[src/rtl/demux16_tdm.sv]
// 16-lane TDM serial-to-parallel demultiplexer with frame resync.
// Define DEMUX16_TDM_MSB_FIRST_EN to land slot 0 in out[15] instead of out[0].
module demux16_tdm (
    input  logic        clk,
    input  logic        rst,
    input  logic        din,
    input  logic        din_valid,
    input  logic        frame_start,
    output logic [15:0] out,
    output logic        out_valid,
    output logic [3:0]  slot,
    output logic        busy
);

    function automatic logic [3:0] lane_of(input logic [3:0] s);
`ifdef DEMUX16_TDM_MSB_FIRST_EN
        lane_of = 4'd15 - s;
`else
        lane_of = s;
`endif
    endfunction

    function automatic logic [15:0] place_bit(input logic b, input logic [3:0] lane);
        place_bit = {15'd0, b} << lane;
    endfunction

    logic [15:0] shadow_r;
    logic [15:0] out_r;
    logic [3:0]  slot_r;
    logic        out_valid_r;

    logic [15:0] shadow_wr_s;
    logic [15:0] restart_s;
    logic        last_s;

    // Next shadow contents for a normal write and for a resync write.
    always_comb begin
        shadow_wr_s = (shadow_r & ~place_bit(1'b1, lane_of(slot_r)))
                    | place_bit(din, lane_of(slot_r));
        last_s      = (slot_r == 4'd15);
        if (din_valid) begin
            restart_s = place_bit(din, lane_of(4'd0));
        end else begin
            restart_s = 16'd0;
        end
    end

    // Slot counter, shadow register and output lanes.
    always_ff @(posedge clk) begin
        if (rst) begin
            shadow_r    <= 16'd0;
            out_r       <= 16'd0;
            slot_r      <= 4'd0;
            out_valid_r <= 1'b0;
        end else begin
            out_valid_r <= 1'b0;
            if (frame_start) begin
                // Resync wins over a coincident completion; out is untouched.
                shadow_r <= restart_s;
                slot_r   <= din_valid ? 4'd1 : 4'd0;
            end else if (din_valid) begin
                if (last_s) begin
                    out_r       <= shadow_wr_s;
                    out_valid_r <= 1'b1;
                    shadow_r    <= 16'd0;
                    slot_r      <= 4'd0;
                end else begin
                    shadow_r <= shadow_wr_s;
                    slot_r   <= slot_r + 4'd1;
                end
            end else begin
                shadow_r <= shadow_r;
                slot_r   <= slot_r;
            end
        end
    end

    assign out       = out_r;
    assign out_valid = out_valid_r;
    assign slot      = slot_r;
    assign busy      = (slot_r != 4'd0);

endmodule

[config.mk]
export PLATFORM = sky130hd
export DESIGN_NAME = demux16_tdm
export DESIGN_NICKNAME = d
export VERILOG_FILES = /design/src/rtl/demux16_tdm.sv
export SDC_FILE = /design/constraint.sdc
export NUM_CORES = 1
export LEC_CHECK = 0
export CAP_MARGIN = 10
export CORE_MARGIN = 2
export CORE_UTILIZATION = 25
export DETAILED_ROUTE_END_ITERATION = 8
export PLACE_DENSITY = 0.51
export SETUP_SLACK_MARGIN = 0.05
export SYNTH_ARGS = -nofsm -noshare
export SYNTH_HDL_FRONTEND = slang
export SYNTH_SLANG_ARGS = --single-unit
[constraint.sdc]
create_clock -name clk -period 2.8 [get_ports clk]
set_clock_uncertainty 0.05 [all_clocks]
set_input_delay 0.28 -clock clk [delete_from_list [all_inputs] [get_ports clk]]
set_output_delay 0.28 -clock clk [all_outputs]
set_load 0.01 [all_outputs]
==> reports/results.ini <==
[synth]
yosysTopAreaCell=dfxtp_1
synth_edf_count=0
syn_area_um2=1838
netlist.area_leader.share_pct=40.30
synth-main-ff-cell=dfxtp_1
synth_top_cells_by_area=dfxtp_1 (40%), a211oi_2 (6.8%), a21oi_1 (5.4%)
synth_nets=211
ys_types=42
ys_ff_latch=37
ys_warn_count=0
synthCells=200
yosysSeqAreaShare_pct=40.30
async_reset_ff_share_pct=0
syn_area_per_cell_um2=9.190

[placed_design]
portBuffers=26
dpl_cell_area_um2=2138
finalWeightedCongestion=0.7739
dp.final_hpwl_mm=3.097

[route]
firstDrtPassIters=4
drc=0
drtIter0Drc=105
wl_per_cell_um=14.81
drtAntennaViolNets=0
wl_mm=4.753
routed-via-count=1557
via_per_inst=4.850

[grt]
grt_pass1_wl_mm=8.100
antenna_found_initial=0
grt_use_total_pct=12.40
grt_max_degree=25
grt_overflow=0
grt_pass1_vias=1581

[die]
ioPinCount=27
chipHeight_um=89.75
die-width_um=89.75
num_rows=31
initial_core_util_pct=25.61
core_area_um2=7176
die_area_um2=8054

[timing]
setup_tns_ns=0
rsz0062_at_grt=no
timing.final.crit_period_ns=2.426
report.final.slew_viol_count=0
final-hold-violation-count=0
fmax_ghz=0.4122
worstMarginPinSlew_ns=0.6929
slew_headroom_pct=53.74
post-route-period-util_pct=86.64
finalSetupViolations=0

[setup_path]
r2r_slack_ns=0.77
end_kind=primary output
crit_path_max_fanout=9
r2r_cells=4
rr_startpoint=slot[1]
critical_path_class=register to primary output
worstPathArrival_ns=2.10
critPathLaunchType=register
worst_r2r_endpoint=shadow_r[11]
required_ns=2.47

[clocking]
clk-insertion-delay-late_ns=0.29
cts_tree=built
postCtsSetupRepairBufs=0
clk_pin_slew_worst_paths_ns=0.08
ctsResizeCount=0
clockBufferDepth=2
numCtsBuffers=5
cts_root_buf=clkbuf_8
cts_sinks=37
cts.htree.levels=2
holdBufCountCts=0

[finish]
fin_util_pct=31.21
area_growth_syn_to_layout_pct=21.85
final_nets=232
final_cell_mix=dfxtp_1 (37), clkdlybuf4s50_1 (26), a21oi_1 (20)
mostFrequentLayoutCell=dfxtp_1
num_antenna_cells=0
design_area_um2=2240
drive_gt1_share_pct=12.61
n_fill_cell=761

[power_and_ir_drop]
leakage_nw=0.7070
p_per_area_nw_per_um2=453.7
ir_drop_mv=0.1941

[run]
max_cap_violations=0

[outcome]
status=finished, final reports clean

[hold_path]
min_path_type=register to register
hp-start=shadow_r[3]
whs_endpoint=shadow_r[3]
min_delay_path_depth=2

Yosys cell counts, types with 3 or more instances:
cell type,count
dfxtp_1,37
a21oi_1,20
nand2_1,15
o21ai_0,14
a22oi_1,12
a211oi_2,10
nor2b_1,8
buf_2,7
a211oi_1,6
ha_1,6
inv_1,6
nand3b_1,6
nand3_1,4
nor2_1,4
a31oi_1,3
and3_1,3
buf_6,3
nand2b_1,3
nor3_1,3
worst max path at each step:
stage | from | endpoint | slack, ns | cells past startpoint
after floorplan | slot[1] | out[0] | 1.10 | 7
after global placement | slot[0] | busy | 0.72 | 4
after detailed placement | frame_start | shadow_r[14] | 0.71 | 4
after CTS | slot[0] | busy | 0.40 | 4
after global routing | slot[0] | busy | 0.32 | 4
final | slot[0] | busy | 0.37 | 4
cell type report:
| cell class | instances | area (um2) | share of cell area [%] |
|---|---|---|---|
| clock buffers | 7 | 96.34 | 4.302 |
| clock inverters | 1 | 5.005 | 0.2235 |
| inverters | 6 | 22.52 | 1.006 |
| multi-input cells | 140 | 953.4 | 42.57 |
| flip-flops and latches | 37 | 740.7 | 33.07 |
| well taps | 99 | 123.9 | 5.531 |
| repair buffers | 31 | 297.8 | 13.30 |
where the power goes:
part / switching, mW / leakage [nW] / internal, mW
Sequential: 0.00473 / 0.298 / 0.528
Clock: 0.196 / 0.0542 / 0.223
Combinational: 0.0404 / 0.354 / 0.0244
Total: 0.241 / 0.707 / 0.775
critical path, cell delays in order (launching register included):
cell	delay [ns]
dfxtp_1	0.41
inv_1	0.19
ha_1	0.30
or3b_1	0.40
clkdlybuf4s50_1	0.50
layer usage:
metal  GRT usage, %  routed length [um]
met1          16.47                2312
met2          19.51                2169
met3          3.101                 224
met4          4.615                  47
met5              0                   0
kinds of logic (layout without fill, tap and decap cells):
group,count (synthesis),in the layout,synth area share [%]
mux,1,1,0.5446
simple gates,60,60,19.27
flops,37,37,40.30
compound gates,73,73,27.98
fa+ha+maj,6,6,4.084
buf+inv,23,45,7.827
flip-flops by register name, summed over array words and instances (netlist names):
name and flops:
shadow_r 16, slot 4, out 16, out_valid 1
stage by stage:
stage	setup slack, ns	instances	power (mW)	hold WS, ns
3_5_place_dp	0.7139	313	0.6097	0.3958
4_1_cts	0.3959	321	1.028	0.4136
2_1_floorplan	1.101	200	0.5822	0.3016
6_report	0.3740	321	1.016	0.4100
5_1_grt	0.3232	321	1.062	0.4441
3_3_place_gp	0.7234	313	0.6098	0.3858
Note: power is estimated with default switching activity, not from simulation.
